==> src/rtl/vga_pkg.sv <==
`default_nettype none
// ============================================================================
// Module      : vga_pkg
// Description : Default 640x480@60 Hz timing, image geometry and shared types
//               for the VGA controller slice.
// Revision    : 1.0 - initial release
// ============================================================================
package vga_pkg;

  // Pixel clock divider: 100 MHz system clock -> 25 MHz pixel tick
  localparam int c_clk_div      = 4;

  // Horizontal timing, in pixels
  localparam int c_h_visible    = 640;
  localparam int c_h_fp         = 16;
  localparam int c_h_sync       = 96;
  localparam int c_h_bp         = 48;
  localparam int c_h_total      = c_h_visible + c_h_fp + c_h_sync + c_h_bp;
  localparam int c_h_sync_start = c_h_visible + c_h_fp;
  localparam int c_h_sync_end   = c_h_sync_start + c_h_sync - 1;

  // Vertical timing, in lines
  localparam int c_v_visible    = 480;
  localparam int c_v_fp         = 10;
  localparam int c_v_sync       = 2;
  localparam int c_v_bp         = 33;
  localparam int c_v_total      = c_v_visible + c_v_fp + c_v_sync + c_v_bp;
  localparam int c_v_sync_start = c_v_visible + c_v_fp;
  localparam int c_v_sync_end   = c_v_sync_start + c_v_sync - 1;

  // Source image and upscale factor
  localparam int c_scale        = 5;
  localparam int c_img_w        = 128;
  localparam int c_img_h        = 96;
  localparam int c_addr_w       = 14;

  // One-bit-per-channel colour as returned by the image memory
  typedef struct packed {
    logic red;
    logic green;
    logic blue;
  } rgb_t;

endpackage
`default_nettype wire

==> src/rtl/vga_timing.sv <==
`default_nettype none
// ============================================================================
// Module      : vga_timing
// Description : Pixel-tick divider, horizontal/vertical counters, visible
//               window and raw (unregistered) active-low sync for the
//               current counter position.
// Revision    : 1.0 - initial release
// ============================================================================
module vga_timing
  import vga_pkg::*;
#(
  parameter int CLK_DIV   = c_clk_div,
  parameter int H_VISIBLE = c_h_visible,
  parameter int H_FP      = c_h_fp,
  parameter int H_SYNC    = c_h_sync,
  parameter int H_BP      = c_h_bp,
  parameter int V_VISIBLE = c_v_visible,
  parameter int V_FP      = c_v_fp,
  parameter int V_SYNC    = c_v_sync,
  parameter int V_BP      = c_v_bp,
  parameter int HW        = $clog2(H_VISIBLE + H_FP + H_SYNC + H_BP),
  parameter int VW        = $clog2(V_VISIBLE + V_FP + V_SYNC + V_BP)
)(
  input  logic          clk,
  input  logic          i_rst,
  output logic          o_tick,
  output logic [HW-1:0] o_h_cnt,
  output logic [VW-1:0] o_v_cnt,
  output logic          o_line_end,
  output logic          o_frame_end,
  output logic          o_h_active,
  output logic          o_v_active,
  output logic          o_visible,
  output logic          o_next_visible,
  output logic          o_hsync_n,
  output logic          o_vsync_n
);

  localparam int DW = (CLK_DIV > 1) ? $clog2(CLK_DIV) : 1;

  localparam logic [DW-1:0] c_div_last  = DW'(CLK_DIV - 1);
  localparam logic [HW-1:0] c_h_last    = HW'(H_VISIBLE + H_FP + H_SYNC + H_BP - 1);
  localparam logic [VW-1:0] c_v_last    = VW'(V_VISIBLE + V_FP + V_SYNC + V_BP - 1);
  localparam logic [HW-1:0] c_h_vis     = HW'(H_VISIBLE);
  localparam logic [VW-1:0] c_v_vis     = VW'(V_VISIBLE);
  localparam logic [HW-1:0] c_h_vis_end = HW'(H_VISIBLE - 1);
  localparam logic [VW-1:0] c_v_vis_end = VW'(V_VISIBLE - 1);
  localparam logic [HW-1:0] c_hs_start  = HW'(H_VISIBLE + H_FP);
  localparam logic [HW-1:0] c_hs_end    = HW'(H_VISIBLE + H_FP + H_SYNC - 1);
  localparam logic [VW-1:0] c_vs_start  = VW'(V_VISIBLE + V_FP);
  localparam logic [VW-1:0] c_vs_end    = VW'(V_VISIBLE + V_FP + V_SYNC - 1);

  logic [DW-1:0] r_div;
  logic [HW-1:0] r_h_cnt;
  logic [VW-1:0] r_v_cnt;

  logic w_tick;
  logic w_line_end;
  logic w_frame_end;
  logic w_h_active;
  logic w_v_active;
  logic w_h_next_act;
  logic w_v_next_act;

  assign w_tick      = (r_div == c_div_last);
  assign w_line_end  = (r_h_cnt == c_h_last);
  assign w_frame_end = w_line_end && (r_v_cnt == c_v_last);
  assign w_h_active  = (r_h_cnt < c_h_vis);
  assign w_v_active  = (r_v_cnt < c_v_vis);

  // Visibility of the position the counters move to on the next tick
  assign w_h_next_act = w_line_end || (r_h_cnt < c_h_vis_end);
  assign w_v_next_act = w_frame_end ? 1'b1 :
                        w_line_end  ? (r_v_cnt < c_v_vis_end) : w_v_active;

  // Free-running pixel divider; tick marks its last count
  always_ff @(posedge clk or posedge i_rst) begin
    if (i_rst)       r_div <= '0;
    else if (w_tick) r_div <= '0;
    else             r_div <= r_div + 1'b1;
  end

  // Horizontal and vertical position, advancing once per pixel tick
  always_ff @(posedge clk or posedge i_rst) begin
    if (i_rst) begin
      r_h_cnt <= '0;
      r_v_cnt <= '0;
    end else if (w_tick) begin
      if (w_line_end) begin
        r_h_cnt <= '0;
        r_v_cnt <= (r_v_cnt == c_v_last) ? '0 : r_v_cnt + 1'b1;
      end else begin
        r_h_cnt <= r_h_cnt + 1'b1;
      end
    end
  end

  assign o_tick         = w_tick;
  assign o_h_cnt        = r_h_cnt;
  assign o_v_cnt        = r_v_cnt;
  assign o_line_end     = w_line_end;
  assign o_frame_end    = w_frame_end;
  assign o_h_active     = w_h_active;
  assign o_v_active     = w_v_active;
  assign o_visible      = w_h_active && w_v_active;
  assign o_next_visible = w_h_next_act && w_v_next_act;
  assign o_hsync_n      = !((r_h_cnt >= c_hs_start) && (r_h_cnt <= c_hs_end));
  assign o_vsync_n      = !((r_v_cnt >= c_vs_start) && (r_v_cnt <= c_vs_end));

endmodule
`default_nettype wire

==> src/rtl/vga_controller.sv <==
`default_nettype none
// ============================================================================
// Module      : vga_controller
// Description : 640x480@60 Hz VGA controller. Generates the image-memory read
//               address for a SCALE x SCALE upscaled image using counters only
//               (no multiply/divide), and registers gated colour plus sync so
//               all pins change together one pixel after the counters.
// Revision    : 1.0 - initial release
// ============================================================================
module vga_controller
  import vga_pkg::*;
#(
  parameter int CLK_DIV   = c_clk_div,
  parameter int H_VISIBLE = c_h_visible,
  parameter int H_FP      = c_h_fp,
  parameter int H_SYNC    = c_h_sync,
  parameter int H_BP      = c_h_bp,
  parameter int V_VISIBLE = c_v_visible,
  parameter int V_FP      = c_v_fp,
  parameter int V_SYNC    = c_v_sync,
  parameter int V_BP      = c_v_bp,
  parameter int SCALE     = c_scale,
  parameter int IMG_W     = c_img_w,
  parameter int ADDR_W    = c_addr_w
)(
  input  logic              clk,
  input  logic              reset,
  input  logic              red_in,
  input  logic              green_in,
  input  logic              blue_in,
  output logic [ADDR_W-1:0] address,
  output logic              vga_red,
  output logic              vga_green,
  output logic              vga_blue,
  output logic              vga_hsync,
  output logic              vga_vsync
);

  localparam int HW = $clog2(H_VISIBLE + H_FP + H_SYNC + H_BP);
  localparam int VW = $clog2(V_VISIBLE + V_FP + V_SYNC + V_BP);
  localparam int SW = (SCALE > 1) ? $clog2(SCALE) : 1;
  localparam int XW = (IMG_W > 1) ? $clog2(IMG_W) : 1;

  localparam logic [SW-1:0]     c_sub_last = SW'(SCALE - 1);
  localparam logic [ADDR_W-1:0] c_line_inc = ADDR_W'(IMG_W);

  logic          w_tick;
  logic [HW-1:0] w_h_cnt;
  logic [VW-1:0] w_v_cnt;
  logic          w_line_end;
  logic          w_frame_end;
  logic          w_h_active;
  logic          w_v_active;
  logic          w_visible;
  logic          w_next_visible;
  logic          w_hsync_n;
  logic          w_vsync_n;

  vga_timing #(
    .CLK_DIV   (CLK_DIV),
    .H_VISIBLE (H_VISIBLE),
    .H_FP      (H_FP),
    .H_SYNC    (H_SYNC),
    .H_BP      (H_BP),
    .V_VISIBLE (V_VISIBLE),
    .V_FP      (V_FP),
    .V_SYNC    (V_SYNC),
    .V_BP      (V_BP),
    .HW        (HW),
    .VW        (VW)
  ) u_timing (
    .clk            (clk),
    .i_rst          (reset),
    .o_tick         (w_tick),
    .o_h_cnt        (w_h_cnt),
    .o_v_cnt        (w_v_cnt),
    .o_line_end     (w_line_end),
    .o_frame_end    (w_frame_end),
    .o_h_active     (w_h_active),
    .o_v_active     (w_v_active),
    .o_visible      (w_visible),
    .o_next_visible (w_next_visible),
    .o_hsync_n      (w_hsync_n),
    .o_vsync_n      (w_vsync_n)
  );

  // Scaled-coordinate state for the current counter position. line_base is
  // img_y * IMG_W kept as a running sum so no multiplier is needed.
  logic [SW-1:0]     r_sub_x;
  logic [XW-1:0]     r_img_x;
  logic [SW-1:0]     r_sub_y;
  logic [ADDR_W-1:0] r_line_base;
  logic [ADDR_W-1:0] r_address;

  logic [SW-1:0]     w_sub_x_nxt;
  logic [XW-1:0]     w_img_x_nxt;
  logic [SW-1:0]     w_sub_y_nxt;
  logic [ADDR_W-1:0] w_line_base_nxt;
  logic [ADDR_W-1:0] w_address_nxt;

  rgb_t r_rgb;
  logic r_hsync;
  logic r_vsync;

  // Next scaled coordinates and the address for the position entered on tick
  always_comb begin
    w_sub_x_nxt     = r_sub_x;
    w_img_x_nxt     = r_img_x;
    w_sub_y_nxt     = r_sub_y;
    w_line_base_nxt = r_line_base;

    if (w_line_end) begin
      w_sub_x_nxt = '0;
      w_img_x_nxt = '0;
    end else if (w_h_active) begin
      if (r_sub_x == c_sub_last) begin
        w_sub_x_nxt = '0;
        w_img_x_nxt = r_img_x + 1'b1;
      end else begin
        w_sub_x_nxt = r_sub_x + 1'b1;
      end
    end

    if (w_frame_end) begin
      w_sub_y_nxt     = '0;
      w_line_base_nxt = '0;
    end else if (w_line_end && w_v_active) begin
      if (r_sub_y == c_sub_last) begin
        w_sub_y_nxt     = '0;
        w_line_base_nxt = r_line_base + c_line_inc;
      end else begin
        w_sub_y_nxt = r_sub_y + 1'b1;
      end
    end

    w_address_nxt = w_next_visible ? (w_line_base_nxt + ADDR_W'(w_img_x_nxt)) : '0;
  end

  // Address generator state, updated on the same tick as the counters
  always_ff @(posedge clk or posedge reset) begin
    if (reset) begin
      r_sub_x     <= '0;
      r_img_x     <= '0;
      r_sub_y     <= '0;
      r_line_base <= '0;
      r_address   <= '0;
    end else if (w_tick) begin
      r_sub_x     <= w_sub_x_nxt;
      r_img_x     <= w_img_x_nxt;
      r_sub_y     <= w_sub_y_nxt;
      r_line_base <= w_line_base_nxt;
      r_address   <= w_address_nxt;
    end
  end

  // Output alignment: colour and sync of the pixel just finished, together.
  // Memory data is valid one clock after the address, well before this tick.
  always_ff @(posedge clk or posedge reset) begin
    if (reset) begin
      r_rgb   <= '0;
      r_hsync <= 1'b1;
      r_vsync <= 1'b1;
    end else if (w_tick) begin
      r_rgb   <= w_visible ? rgb_t'({red_in, green_in, blue_in}) : '0;
      r_hsync <= w_hsync_n;
      r_vsync <= w_vsync_n;
    end
  end

  assign address   = r_address;
  assign vga_red   = r_rgb.red;
  assign vga_green = r_rgb.green;
  assign vga_blue  = r_rgb.blue;
  assign vga_hsync = r_hsync;
  assign vga_vsync = r_vsync;

endmodule
`default_nettype wire
==> config.mk <==
export PLATFORM = sky130hd
export DESIGN_NAME = vga_controller
export DESIGN_NICKNAME = d
export VERILOG_FILES = /design/src/rtl/vga_pkg.sv /design/src/rtl/vga_timing.sv /design/src/rtl/vga_controller.sv
export SDC_FILE = /design/constraint.sdc
export NUM_CORES = 1
export LEC_CHECK = 0
export ABC_AREA = 0
export ABC_CLOCK_PERIOD_IN_PS = 4600
export CAP_MARGIN = 10
export CORE_MARGIN = 2
export CORE_UTILIZATION = 50
export DETAILED_ROUTE_END_ITERATION = 12
export GPL_ROUTABILITY_DRIVEN = 0
export HOLD_SLACK_MARGIN = 0.05
export PLACE_DENSITY = 0.77
export SLEW_MARGIN = 20
export SYNTH_ARGS = -nofsm -noshare
export SYNTH_HDL_FRONTEND = slang
export SYNTH_SLANG_ARGS = --single-unit
==> constraint.sdc <==
create_clock -name clk -period 4.6 [get_ports clk]
set_clock_uncertainty 0.05 [all_clocks]
set_input_delay 1.38 -clock clk [delete_from_list [all_inputs] [get_ports clk]]
set_output_delay 1.38 -clock clk [all_outputs]
set_load 0.1 [all_outputs]
==> flow_summary.toml <==
[synthesis]
synth_area_um2 = 3790
ys_seq_area_share_pct = 44.9
yosys_warnings = 0
synthFlopType = "dfrtp_1"
postSynthCellCount = 393
synthArstFlopShare_pct = 100
syn_nets = 417
synth_edf_count = 0
synth-seq-cells = 68
synthDistinctLibCells = 53
avgSynthCellArea_um2 = 9.65

[critical_path]
crit_top_cell = "o21ai_0"
cp_slowest_cell = "or3_4"
cp_num_buf_inv = 1
crit_path_start_kind = "flip-flop"
arrival_ps = 3970
worst-endpoint-required_ps = 4780
critPathMaxFanout = 20
crit_family = "simple AND/OR/NAND/NOR gates"
crit_type = "flip-flop to flip-flop"
crit_start = "u_timing.o_h_cnt[5]"
critPathCaptureType = "flip-flop"
crit_chain = "or3b_1 > or3_4 > o21ai_0 > inv_1 > ha_1 > a21oi_1 > o21ai_0 > a2111oi_0 > nor3_1 > and3_1 > nand4_1 > a221o_1"
cpPeakStageDelay_ps = 500
r2r_start = "u_timing.o_h_cnt[5]"

[cells_and_area]
area_growth_syn_to_layout_pct = 14.6
finalNetCount = 445
final_common_cell = "dfrtp_1"
fillers = 615
drive_gt1_share_pct = 9.62
antenna_cells = 0
layout_common_cells = "dfrtp_1, nor2_1, nand2_1"
fin_util_pct = 59.6

[timing]
fmax_mhz = 264
final.setup.tns_ps = 0
hold_slack_ps = 386
rsz0062_at_grt = "no"
fin_crit_sh_pct = 82.5
setup_viol = 0
relSlewSlack_pct = 34.8
period_needed_ps = 3790
hold_viol_final = 0
worst_slew_pin_slew_ps = 975
maxSlewViolCount = 0

[detailed_routing]
route.detailed.drc = 0
drtPass1Iterations = 4
num_vias = 2864
via_per_inst = 5.46
wl_um = 7450
drtIter0Drc = 174
antenna_left = 0
post_drt_wl_per_cell_um = 14.2

[min_path]
hold_path.class = "flip-flop to flip-flop"
holdCritStartpoint = "u_timing.r_div[0]"

[pwr]
p_total_uw = 1120
cellLeakagePower_uw = 0.00194
ir_drop_mv = 0.170
powerDensity_nw_per_um2 = 258

[global_routing]
antenna_found_initial = 0
grt_pass1_vias = 2841
grt_pass1_wl_um = 13000
grt_max_degree = 69
grt_overflow_total = 0
grtUsageTotal_pct = 19.4

[die]
rows = 31
dieArea_um2 = 8300
core_area_um2 = 7290
initial_core_util_pct = 52.0
die_h_um = 91.1
die_x_um = 91.1
ios = 24

[cts]
cts_setup_buffers = 0
path_clk_slew_ps = 70
numClockSinks = 68
cts_resized = 0
clk_latency_ps = 340
htreeDepth = 3
cts_made_buffers = 9
clockBufferDepth = 2
clock-root-buffer = "clkbuf_8"
cts_tree = "yes"
postCtsHoldBufs = 0

[placement]
hpwl_um = 5140
port_buffers = 23

[flow_run]
drv_cap = 0

[run_status]
status = "finished clean"
==> synth_stat cells, types with 2 or more instances <==
cell       instances  area (µm²)
xor2_1            12         105
dfstp_2            2        52.6
dfrtp_1           66        1650
ha_1              18         225
mux2_2            11         124
o21ai_0           30         150
a32o_1             2        20.0
nand2b_1           3        18.8
a21o_1             2        15.0
and4_1             2        17.5
nor4b_1            2        17.5
nand3_1           19        95.1
and2_1             3        18.8
or3_4              2        22.5
and3_1             9        56.3
a21oi_1           12        60.1
nand3b_1           2        15.0
inv_1             19        71.3
clkbuf_1          13        48.8
xnor2_1           19         166
or3_1              3        18.8
nor3_1            11        55.1
o2bb2ai_1         14         123
nand4_1            8        50.1
o31ai_1            2        15.0
nand2_1           33         124
nand4b_1           2        17.5
nor2b_1           14        87.6
nor2_1            34         128
==> power by group <==
part           switching, µW  leakage (µW)  internal [µW]  total, µW
combinational           22.8      0.000934           6.77       29.6
clock                    210     0.0000979            281        492
sequential             0.642      0.000906            599        600
total                    234       0.00194            887       1120
==> per-stage QoR <==
| step | setup WS (ps) | std cells | cell area, µm² |
|---|---|---|---|
| global placement | 947 | 509 | 4150 |
| detailed placement | 820 | 509 | 4150 |
| CTS | 785 | 525 | 4350 |
| floorplan | 779 | 393 | 3790 |
| global route | 486 | 525 | 4350 |
| finish | 806 | 525 | 4350 |
==> cells by family after synthesis <==
kind of cell,Yosys count,synth area share [%]
compound gates,75,13.3
xor+xnor,31,7.16
fa+ha+maj,19,6.47
buf+inv,35,3.66
flops,68,44.9
mux,12,3.53
simple gates,153,21.0
==> layer usage <==
| metal | part of all wire [%] | vias to the layer above | global-route usage, % |
|---|---|---|---|
| met2 | 44 | 36 | 29.9 |
| met3 | 2.7 | 10 | 4.15 |
| met4 | 1.8 | 0 | 7.95 |
| met5 | 0 | - | 0 |
| li1 | - | 1445 | - |
| met1 | 51 | 1373 | 26.6 |
==> worst paths after layout <==
check	slack (ps)	cells after the start	to
setup / recovery	810	12	address[13]
hold / removal	390	1	u_timing.r_div[0]
setup reg to reg	810	12	address[13]
hold reg to reg	390	1	u_timing.r_div[0]
max in group asynchronous	2400	3	u_timing.o_h_cnt[0]
min in group asynchronous	1560	3	u_timing.r_div[1]
==> final cells by class <==
cell class	count	area [µm²]	share of cell area, %
Timing Repair Buffer	32	298	6.85
Inverter	20	75.1	1.73
Multi-Input combinational cell	290	1950	44.8
Clock buffer	15	166	3.83
Sequential cell	68	1700	39.2
Clock inverter	1	30.0	0.691
Tap cell	99	124	2.85
==> registers in the layout (all words and copies together), names as in the netlist <==
name,count
address,14
r_line_base,14
u_timing.o_h_cnt,10
u_timing.o_v_cnt,10
r_img_x,7
r_sub_x,3
r_sub_y,3
u_timing.r_div,2
vga_blue,1
vga_green,1
vga_hsync,1
vga_red,1
vga_vsync,1
No activity file was read; power rests on OpenSTA's default activity.
